## config.mk

```make
export PLATFORM = sky130hd
export DESIGN_NAME = wptr_full_ctrl
export DESIGN_NICKNAME = d
export VERILOG_FILES = /design/src/rtl/afifo_pkg.sv /design/src/rtl/gray2bin_dec.sv /design/src/rtl/wptr_full_ctrl.sv
export SDC_FILE = /design/constraint.sdc
export NUM_CORES = 1
export LEC_CHECK = 0
export BUFFER_PORTS_ARGS = -buffer_cell sky130_fd_sc_hd__buf_2
export CAP_MARGIN = 20
export CORE_AREA = 8 8 52 54
export CTS_CLUSTER_SIZE = 20
export DETAILED_ROUTE_END_ITERATION = 7
export DIE_AREA = 0 0 60 62
export PLACE_DENSITY = 0.67
export SYNTH_ARGS = -nofsm -noshare
export SYNTH_HDL_FRONTEND = slang
export SYNTH_SLANG_ARGS = --single-unit
```

## constraint.sdc

```tcl
create_clock -name wclk -period 3 [get_ports wclk]
set_clock_uncertainty 0.05 [all_clocks]
set_input_delay 0.3 -clock wclk [delete_from_list [all_inputs] [get_ports wclk]]
set_output_delay 0.3 -clock wclk [all_outputs]
set_load 0.01 [all_outputs]
```

## src/rtl/afifo_pkg.sv

```systemverilog
// rtl/afifo_pkg.sv - shared async FIFO constants and Gray code helpers
package afifo_pkg;

  localparam int DEFAULT_ADDR_W = 3;
  localparam int PTR_W          = DEFAULT_ADDR_W + 1;
  localparam int MAX_W          = 32;

  function automatic logic [MAX_W-1:0] bin2gray(input logic [MAX_W-1:0] b, input int w);
    logic [MAX_W-1:0] mask;
    mask = (w >= MAX_W) ? '1 : ((MAX_W'(1) << w) - MAX_W'(1));
    return (b ^ (b >> 1)) & mask;
  endfunction

  // Bits at or above w are ignored so any pointer width can share one function.
  function automatic logic [MAX_W-1:0] gray2bin(input logic [MAX_W-1:0] g, input int w);
    logic [MAX_W-1:0] bin;
    logic             acc;
    bin = '0;
    acc = 1'b0;
    for (int i = MAX_W - 1; i >= 0; i--) begin
      if (i < w) begin
        acc    = acc ^ g[i];
        bin[i] = acc;
      end
    end
    return bin;
  endfunction

endpackage

```

## src/rtl/gray2bin_dec.sv

```systemverilog
// rtl/gray2bin_dec.sv - combinational Gray to binary XOR-prefix decoder
module gray2bin_dec
  import afifo_pkg::*;
#(
  parameter int W = PTR_W
) (
  input  logic [W-1:0] gray,
  output logic [W-1:0] bin
);

  // Each binary bit is the parity of all Gray bits at or above it.
  for (genvar i = 0; i < W; i++) begin : g_xor
    assign bin[i] = ^(gray >> i);
  end

endmodule

```

## src/rtl/wptr_full_ctrl.sv

```systemverilog
// rtl/wptr_full_ctrl.sv - write-side pointer, full/almost-full, count and overflow
module wptr_full_ctrl
  import afifo_pkg::*;
#(
  parameter int ADDR_W       = DEFAULT_ADDR_W,
  parameter int AFULL_THRESH = 6
) (
  input  logic              wclk,
  input  logic              wrst_n,
  input  logic              winc,
  input  logic [ADDR_W:0]   wq2_rptr,
  output logic              wen,
  output logic [ADDR_W-1:0] waddr,
  output logic [ADDR_W:0]   wptr,
  output logic              wfull,
  output logic              walmost_full,
  output logic [ADDR_W:0]   wcount,
  output logic              woverflow
);

  localparam int PW = ADDR_W + 1;

  logic [PW-1:0] wbin;
  logic [PW-1:0] wbinnext;
  logic [PW-1:0] wgraynext;
  logic [PW-1:0] rbin;
  logic [PW-1:0] wcount_next;
  logic          wfull_next;
  logic          walmost_full_next;

  gray2bin_dec #(.W(PW)) u_rptr_dec (
    .gray (wq2_rptr),
    .bin  (rbin)
  );

  assign wen       = winc & ~wfull;
  assign waddr     = wbin[ADDR_W-1:0];
  assign wbinnext  = wbin + {{ADDR_W{1'b0}}, wen};
  assign wgraynext = PW'(bin2gray(MAX_W'(wbinnext), PW));

  // Full when the write pointer has lapped the read pointer: top two Gray bits differ.
  assign wfull_next        = (wgraynext == {~wq2_rptr[ADDR_W:ADDR_W-1], wq2_rptr[ADDR_W-2:0]});
  assign wcount_next       = wbinnext - rbin;
  assign walmost_full_next = (wcount_next >= PW'(AFULL_THRESH));

  // wptr comes straight from a register so the crossing sees one-bit steps only.
  always_ff @(posedge wclk or negedge wrst_n) begin
    if (!wrst_n) begin
      wbin         <= '0;
      wptr         <= '0;
      wfull        <= 1'b0;
      walmost_full <= 1'b0;
      wcount       <= '0;
      woverflow    <= 1'b0;
    end else begin
      wbin         <= wbinnext;
      wptr         <= wgraynext;
      wfull        <= wfull_next;
      walmost_full <= walmost_full_next;
      wcount       <= wcount_next;
      woverflow    <= woverflow | (winc & wfull);
    end
  end

endmodule
```

# --- Word-level counts from Yosys, hierarchy flattened ---
# Index checks and enable logic that the tools add are counted.
op_classes:
  order_cmp: 1
  reduce_logical: 4
  bitwise: 6
  n_eq_ne: 1
  add_sub_neg: 2
ops:
  columns: ["operator", "n"]
  rows:
  - ["4-bit XOR reduction", 4]
  - ["4-bit by 1-bit adder with 4-bit output", 1]
  - ["4-bit equality test", 1]
  - ["4-bit by 3-bit greater-or-equal comparator with 1-bit output, second input constant", 1]
  - ["4-bit subtractor", 1]
  - ["4-bit by 3-bit XOR with 4-bit output", 1]
  - ["1-bit bitwise AND", 2]
  - ["2-bit NOT", 1]
  - ["1-bit NOT", 1]
  - ["1-bit bitwise OR", 1]
totals:
  out_inout_bits: 15
  wordCells: 20
  in_bits: 7
  register_bits: 15

# --- Longest topological paths before layout ---
# Gate-level depths: netlist of the first run.
logic_depth:
  depth_word: 5
  depth_mapped: 8

# --- Modules after synthesis ---
# From an unflattened synthesis of the first run, not the netlist that was laid out.
unflattened:
  hier_cells: 65
  area_unflattened_um2: 767.0
modules_own_cells:
  columns: ["module", "cells_per_inst", "n_inst", "area_each_um2"]
  rows:
  - ["wptr_full_ctrl", 60, 1, 716.9]
  - ["gray2bin_dec", 5, 1, 50.0]

# --- Least setup slack after synthesis of the first run ---
# No wires, ideal clock.
synth_timing:
  path_kind: "flip-flop to flip-flop"
  start: "reg wfull"
  end: "reg walmost_full"
  stages_incl_launch_ff: 9
  setup_time_ns: 0.130
  period_less_slack_ns: 2.264
  setup_slack_ns: 0.736
  path_buffers: 0
  arrival_time_ns: 2.084
  required_ns: 2.820
  cell_sequence: "dfrtp_1 -> nor2b_1 -> ha_1 -> ha_1 -> inv_1 -> fa_1 -> inv_1 -> a22oi_1 -> o211ai_2"
synth_via:
  elab_chain_len: 5
synth_lines:
  columns: ["element", "line", "source"]
  rows:
  - ["start, declared", "wptr_full_ctrl.sv:15", "output logic wfull,"]
  - ["start signal, assigned", "wptr_full_ctrl.sv:58", "wfull <= wfull_next;"]
  - ["1-bit NOT", "wptr_full_ctrl.sv:36", "assign wen = winc & ~wfull;"]
  - ["1-bit bitwise AND", "wptr_full_ctrl.sv:36", null]
  - ["net wen", "wptr_full_ctrl.sv:12", "output logic wen,"]
  - ["4-bit by 1-bit adder with 4-bit output", "wptr_full_ctrl.sv:38", "assign wbinnext = wbin + {{ADDR_W{1'b0}}, wen};"]
  - ["net wbinnext[1]", "wptr_full_ctrl.sv:24", "logic [PW-1:0] wbinnext;"]
  - ["4-bit subtractor", "wptr_full_ctrl.sv:43", "assign wcount_next = wbinnext - rbin;"]
  - ["net wcount_next[1]", "wptr_full_ctrl.sv:27", "logic [PW-1:0] wcount_next;"]
  - ["4-bit by 3-bit greater-or-equal comparator with 1-bit output", "wptr_full_ctrl.sv:44", "assign walmost_full_next = (wcount_next >= PW'(AFULL_THRESH));"]
  - ["net walmost_full_next", "wptr_full_ctrl.sv:29", "logic walmost_full_next;"]
  - ["end signal, assigned", "wptr_full_ctrl.sv:59", "walmost_full <= walmost_full_next;"]
  - ["end, declared", "wptr_full_ctrl.sv:16", "output logic walmost_full,"]
# The timed path passes the listed nets, and every way through them passes these cells.

# --- Worst setup path in the final report of the first run ---
layout_timing:
  start: "reg wfull"
  end: "reg walmost_full"
layout_via:
  elab_chain_len: 5
layout_lines:
  columns: ["element", "line"]
  rows:
  - ["1-bit NOT", "wptr_full_ctrl.sv:36"]
  - ["1-bit bitwise AND", "wptr_full_ctrl.sv:36"]
  - ["4-bit by 1-bit adder with 4-bit output", "wptr_full_ctrl.sv:38"]
  - ["net wbinnext[1]", "wptr_full_ctrl.sv:24"]
  - ["4-bit subtractor", "wptr_full_ctrl.sv:43"]
  - ["net wcount_next[1]", "wptr_full_ctrl.sv:27"]
  - ["4-bit by 3-bit greater-or-equal comparator with 1-bit output", "wptr_full_ctrl.sv:44"]
  - ["net walmost_full_next", "wptr_full_ctrl.sv:29"]
# The timed path passes the listed nets, and every way through them passes these cells.

==> impl_metrics.csv, run 1 <==
group,metric,value,unit
sta,finalHoldViolations,0,
power_and_ir_drop,swShare,42.6,%
sta,max_freq,0.443,GHz
sta,maxSlewViolCount,0,
detailed_routing,drtPass1Iterations,3,
critical_path,worstSetupPathType,"flop to flop",
placement,gp_congestion,0.652,
finish,drive_above_1_share,34.1,%
synthesis,synth_nets,70,
clock_tree,root_buffer,"clkbuf_4",
finish,area_growth,23.9,%
clock_tree,cts_buffer_depth,2,
synthesis,synth_area_leader_cell,"dfrtp_1",
detailed_routing,ant_nets,0,
detailed_routing,wirelength,1290,um
global_route,grt_pass1_vias,516,
synthesis,ys.flop_type,"dfrtp_1",
synthesis,ys_ff_latch,14,
floorplan,die_h,62,um
detailed_routing,drt-initial-drc-count,6,
critical_path,critPathMaxFanout,6,
global_route,grt-ovfl-total,0,
clock_tree,cts_buffers,3,
synthesis,netlist_top_cells_count,"dfrtp_1 (14), inv_1 (7), xnor2_1 (7), xor2_1 (7), ha_1 (5)",
critical_path,start_kind,"flop",
synthesis,synth_edf_count,0,
floorplan,ios,22,
global_route,grt_max_degree,15,
job,max-cap-violations,0,
power_and_ir_drop,powerDensity,1340,nW/um^2
finish,final_nets,97,
synthesis,synth_area_leaders,"dfrtp_1 (49%), ha_1 (8.7%), xnor2_1 (8.5%), xor2_1 (8.5%), inv_1 (3.7%)",
detailed_routing,vias,476,
power_and_ir_drop,clkPwrFrac,8.4,%
detailed_routing,drc,0,
placement,place_inst,105,
clock_tree,cts.clk_slew.worst_paths,0.08,ns
critical_path,r2r_end,"walmost_full",
critical_path,ff2ff_path_depth,8,
finish,fin_cells,109,
clock_tree,cts_tree,"yes",
clock_tree,post_cts_buffers,0,
hold_path,hold_path_class,"primary input to flop",
floorplan,start_util,37.8,%
critical_path,worstPathRequired,3.10,ns
run_status,status,"finished, final reports clean",
floorplan,die_x,60,um
global_route,grt_pass1_wl,2130,um
critical_path,crit_start,"wfull",
critical_path,endpoint,"walmost_full",
detailed_routing,vias_per_cell,4.37,
sta,worstMarginPinSlew,0.504,ns
power_and_ir_drop,power_leakage,0.461,nW
synthesis,yosysMostFrequentCell,"dfrtp_1",
synthesis,synth.top_cell.area_share,48.8,%
sta,fin_crit,2.26,ns
synthesis,syn-cell-area,718,um^2
clock_tree,htreeDepth,1,
clock_tree,worstSkewPairLatency,0.27,ns
sta,worst_slack,0.742,ns
floorplan,dieArea,3720,um^2
floorplan,rows,16,
sta,relSlewSlack,66.2,%
placement,dp_hpwl,1080,um
sta,setup_tns,0,ns
synthesis,avgSynthCellArea,12.6,um^2
synthesis,synth.distinct_cells,19,
sta,whs,0.186,ns
finish,n_antenna_cell,0,
power_and_ir_drop,vdd_ir_drop_max,0.414,mV
synthesis,synth_seq_area_share,48.8,%
power_and_ir_drop,power.switching,0.000509,W
synthesis,synthArstFlopShare,100,%
power_and_ir_drop,cell_internal_pwr,0.000685,W
critical_path,rrSetupSlack,0.74,ns
clock_tree,numClockSinks,14,
synthesis,synth_cells,57,
critical_path,cp-end-kind,"flop",
power_and_ir_drop,seqPwrFrac,29.0,%
critical_path,worstPathArrival,2.36,ns
global_route,grt_use_total,7.83,%
global_route,antenna_found_initial,0,
sta,grt_setup_unrepaired,"no",
critical_path,r2r-start,"wfull",
power_and_ir_drop,p_comb_share,62.6,%
detailed_routing,wl_per_cell,11.9,um
floorplan,fp.coreArea,1900,um^2
placement,numPortBuffers,21,
synthesis,yosys_warnings,0,
sta,setup_viol,0,
sta,min_period_over_period,75.3,%
placement,pre_cts_ws,0.603,ns
## power by group through the flow
| stage | clock network [W] | logic (W) | registers, W |
|---|---|---|---|
| global placement | 0 | 0.000747 | 0.000350 |
| global route | 0.000113 | 0.000846 | 0.000360 |
| CTS | 0.000106 | 0.000765 | 0.000348 |
| floorplan | 0 | 0.000504 | 0.000405 |
| finish | 0.000100 | 0.000747 | 0.000347 |
| detailed placement | 0 | 0.000759 | 0.000352 |
## worst min path at each step
stage	from	end	slack (ns)	cells after the start
5_1_grt	winc	woverflow	0.19	2
3_3_place_gp	wrst_n	wptr[2]	0.15	1
3_5_place_dp	wrst_n	wptr[2]	0.16	1
2_1_floorplan	wrst_n	walmost_full	-0.05	0
6_report	winc	woverflow	0.19	2
4_1_cts	winc	woverflow	0.18	2
## logic make-up (layout without fill, tap and decap cells)
group,after synthesis,count (layout),share of synthesized area [%]
fa+ha+maj,6,6,11.5
compound gates,9,9,9.93
flops,14,14,48.8
buf+inv,7,32,3.66
simple gates,5,5,4.53
xor+xnor,16,16,21.6
## cell usage in the layout, fill, tap and decap left out, types with 2 or more instances in the layout
master,n
ha_1,5
clkbuf_4,3
a21o_1,2
dfrtp_1,14
xnor2_1,7
nor3_1,2
buf_2,21
a21oi_1,2
inv_1,7
xor2_1,7
## per-stage QoR
step                util, %  total power (W)  area [um^2]
floorplan                 -         0.000909          718
global placement       45.1          0.00110          857
detailed placement     45.1          0.00111          857
CTS                    46.8          0.00122          890
global route           46.8          0.00132          890
finish                 46.8          0.00119          890
## what timing repair did
action,4_1_cts,5_1_grt
gates resized for setup,0,0
hold buffers,1,0
hold endpoints to repair,14,0
setup endpoints to repair,0,0
## worst max-delay path, stage by stage (launching register included)
cell      delay (ns)
dfrtp_1         0.37
nor2b_1         0.07
ha_1            0.23
ha_1            0.39
inv_1           0.11
fa_1            0.56
inv_1           0.06
a22oi_1         0.21
o211ai_2        0.09
## cell type report
| type | instances | area [um^2] |
|---|---|---|
| fillers | 178 | 1010 |
| flip-flops and latches | 14 | 350 |
| multi-input cells | 36 | 342 |
| repair buffers | 22 | 115 |
| well taps | 27 | 33.8 |
| inverters | 7 | 26.3 |
| clock buffers | 3 | 22.5 |
## state kept, by name, summed over array words and instances, names as in the netlist
name and cells:
wbin 4, wcount 4, wptr 3, walmost_full 1, wfull 1, woverflow 1
## routing by layer
layer	vias to the layer above	global-route usage, %	wire, um
met5	-	0	0
met4	0	8.16	48
met3	4	0.412	118
met2	18	13.2	572
met1	219	8.42	553
li1	235	-	-
(Power assumes the default switching activity.)
==> inputs of run 2 (changes only) <==
--- a/config.mk
+++ b/config.mk
@@ -11,7 +11,7 @@
 export CTS_CLUSTER_SIZE = 20
 export DETAILED_ROUTE_END_ITERATION = 7
 export DIE_AREA = 0 0 60 62
-export PLACE_DENSITY = 0.67
+export PLACE_DENSITY = 0.69
 export SYNTH_ARGS = -nofsm -noshare
 export SYNTH_HDL_FRONTEND = slang
 export SYNTH_SLANG_ARGS = --single-unit
==> constraint.sdc (replaced) <==
create_clock -name wclk -period 1.9 [get_ports wclk]
set_clock_uncertainty 0.05 [all_clocks]
set_input_delay 0.19 -clock wclk [delete_from_list [all_inputs] [get_ports wclk]]
set_output_delay 0.19 -clock wclk [all_outputs]
set_load 0.01 [all_outputs]
==> impl_metrics.csv, run 2 (synthesis results as in run 1) <==
group,metric,value,unit
clock_tree,cts_buffers,3,
clock_tree,htreeDepth,1,
global_route,busiest_layer,"met2",
finish,layout_common_cells,"buf_2 (21), buf_4 (14), dfrtp_1 (14), xnor2_1 (7)",
finish,multi_input_comb_area,404,um^2
floorplan,die_h,62,um
hold_path,hold_path_class,"primary input to flop",
finish,seq_area,350,um^2
power_and_ir_drop,vdd_ir_drop_max,0.891,mV
power_and_ir_drop,powerDensity,2240,nW/um^2
detailed_routing,drc,0,
detailed_routing,vias_per_cell,4.34,
detailed_routing,wirelength,1530,um
sta,grt_setup_unrepaired,"yes",
critical_path,worstPathArrival,2.04,ns
floorplan,fp.coreArea,1900,um^2
sta,fin_crit,1.92,ns
sta,whs,0.0758,ns
floorplan,die_x,60,um
clock_tree,numClockSinks,14,
sta,min_period_over_period,101,%
placement,gp_congestion,0.748,
detailed_routing,ant_nets,0,
global_route,grt_pass1_wl,2440,um
placement,dp_hpwl,1220,um
clock_tree,cts.clk_slew.worst_paths,0.08,ns
detailed_routing,wl_per_cell,12.2,um
finish,n_antenna_cell,0,
clock_tree,cts_buffer_depth,2,
finish,reg_top3,"wbin (4), wcount (4), wptr (3)",
placement,pre_cts_ws,-0.230,ns
finish,fillers,161,
finish,drive_above_1_share,53.1,%
detailed_routing,drt-initial-drc-count,6,
run_status,violations,"negative setup slack",
sta,maxSlewViolCount,0,
sta,finalHoldViolations,0,
global_route,met1_usage,9.01,%
floorplan,rows,16,
critical_path,slowest_delay,0.52,ns
global_route,grt_use_total,9.50,%
critical_path,cp-end-kind,"flop",
sta,max_freq,0.522,GHz
global_route,met3_usage,2.67,%
sta,worst_slack,-0.0173,ns
finish,area_growth,50.7,%
clock_tree,cts_tree,"yes",
power_and_ir_drop,power_leakage,0.548,nW
global_route,antenna_found_initial,0,
sta,worstMarginPinSlew,0.320,ns
sta,setup_viol,1,
critical_path,worstPathRequired,2.02,ns
sta,setup_tns,-0.0173,ns
finish,final_common_cell,"buf_2",
global_route,grt_pass1_vias,579,
floorplan,dieArea,3720,um^2
clock_tree,root_buffer,"clkbuf_4",
critical_path,worstSetupPathType,"flop to flop",
floorplan,start_util,37.8,%
placement,numPortBuffers,21,
global_route,grt-ovfl-total,0,
detailed_routing,vias,542,
critical_path,critical-path-top-cell-by-count,"ha_4",
detailed_routing,drtPass1Iterations,3,
critical_path,slowest_stage,"fa_1",
critical_path,path_cells,"nor2b_4 -> ha_4 -> ha_4 -> inv_2 -> fa_1 -> inv_1 -> a22oi_2 -> o211ai_2",
clock_tree,worstSkewPairLatency,0.28,ns
floorplan,ios,22,
critical_path,start_kind,"flop",
sta,relSlewSlack,78.7,%
global_route,met2_usage,15.1,%
job,max-cap-violations,0,
run_status,status,"complete, but fails checks",
finish,final_nets,112,
global_route,grt_max_degree,15,
critical_path,critPathMaxFanout,3,
-- run 2: worst paths after layout --
kind	from	end	slack [ns]	cells after the start
min in group asynchronous	wrst_n	wcount[1]	0.27	2
setup / recovery	wfull	walmost_full	-0.02	8
hold reg to reg	woverflow	woverflow	0.42	1
hold / removal	winc	woverflow	0.08	2
max in group asynchronous	wrst_n	wbin[2]	1.29	2
setup reg to reg	wfull	walmost_full	-0.02	8
-- run 2: metal layers --
metal / vias up / part of all wire, %
li1: 271 / -
met1: 246 / 39
met2: 18 / 48
met3: 7 / 7.5
met4: 0 / 5.2
met5: - / 0
-- run 2: stage by stage --
| step | cells | total power, W | utilization, % | instance area (um^2) |
|---|---|---|---|---|
| final | 125 | 0.00242 | 56.9 | 1080 |
| after global routing | 125 | 0.00263 | 56.9 | 1080 |
| after CTS | 124 | 0.00238 | 55.3 | 1050 |
| after detailed placement | 119 | 0.00215 | 52.8 | 1000 |
| after global placement | 119 | 0.00211 | 52.8 | 1000 |
| after floorplan | 57 | 0.00156 | - | 759 |
-- run 2: final cells by class --
cell class / instances / area share, %
repair buffers: 37 / 21.4
clock buffers: 4 / 3.35
well taps: 27 / 3.12
inverters: 7 / 2.43
multi-input cells: 36 / 37.3
flip-flops and latches: 14 / 32.4
-- run 2: power by group --
part | switching (W) | internal, W
Sequential | 0.000102 | 0.000470
Clock | 0.0000968 | 0.000117
Combinational | 0.000764 | 0.000871
-- run 2: repair_timing --
item | in CTS | in global routing
hold buffers | 1 | 0
endpoints found under the setup margin | 1 | 3
buffers inserted | 0 | 1
gates resized for setup | 1 | 3
hold endpoints to repair | 14 | 0
pin swaps | 1 | 2
-- run 2: critical path: cells and delay by family (launching register included) --
kind | cells | cell delay (ns)
buffers and inverters | 2 | 0.11
and+or+nand+nor | 1 | 0.06
DFF | 1 | 0.39
AOI/OAI and AO/OA | 2 | 0.24
adders and majority gates | 3 | 0.95
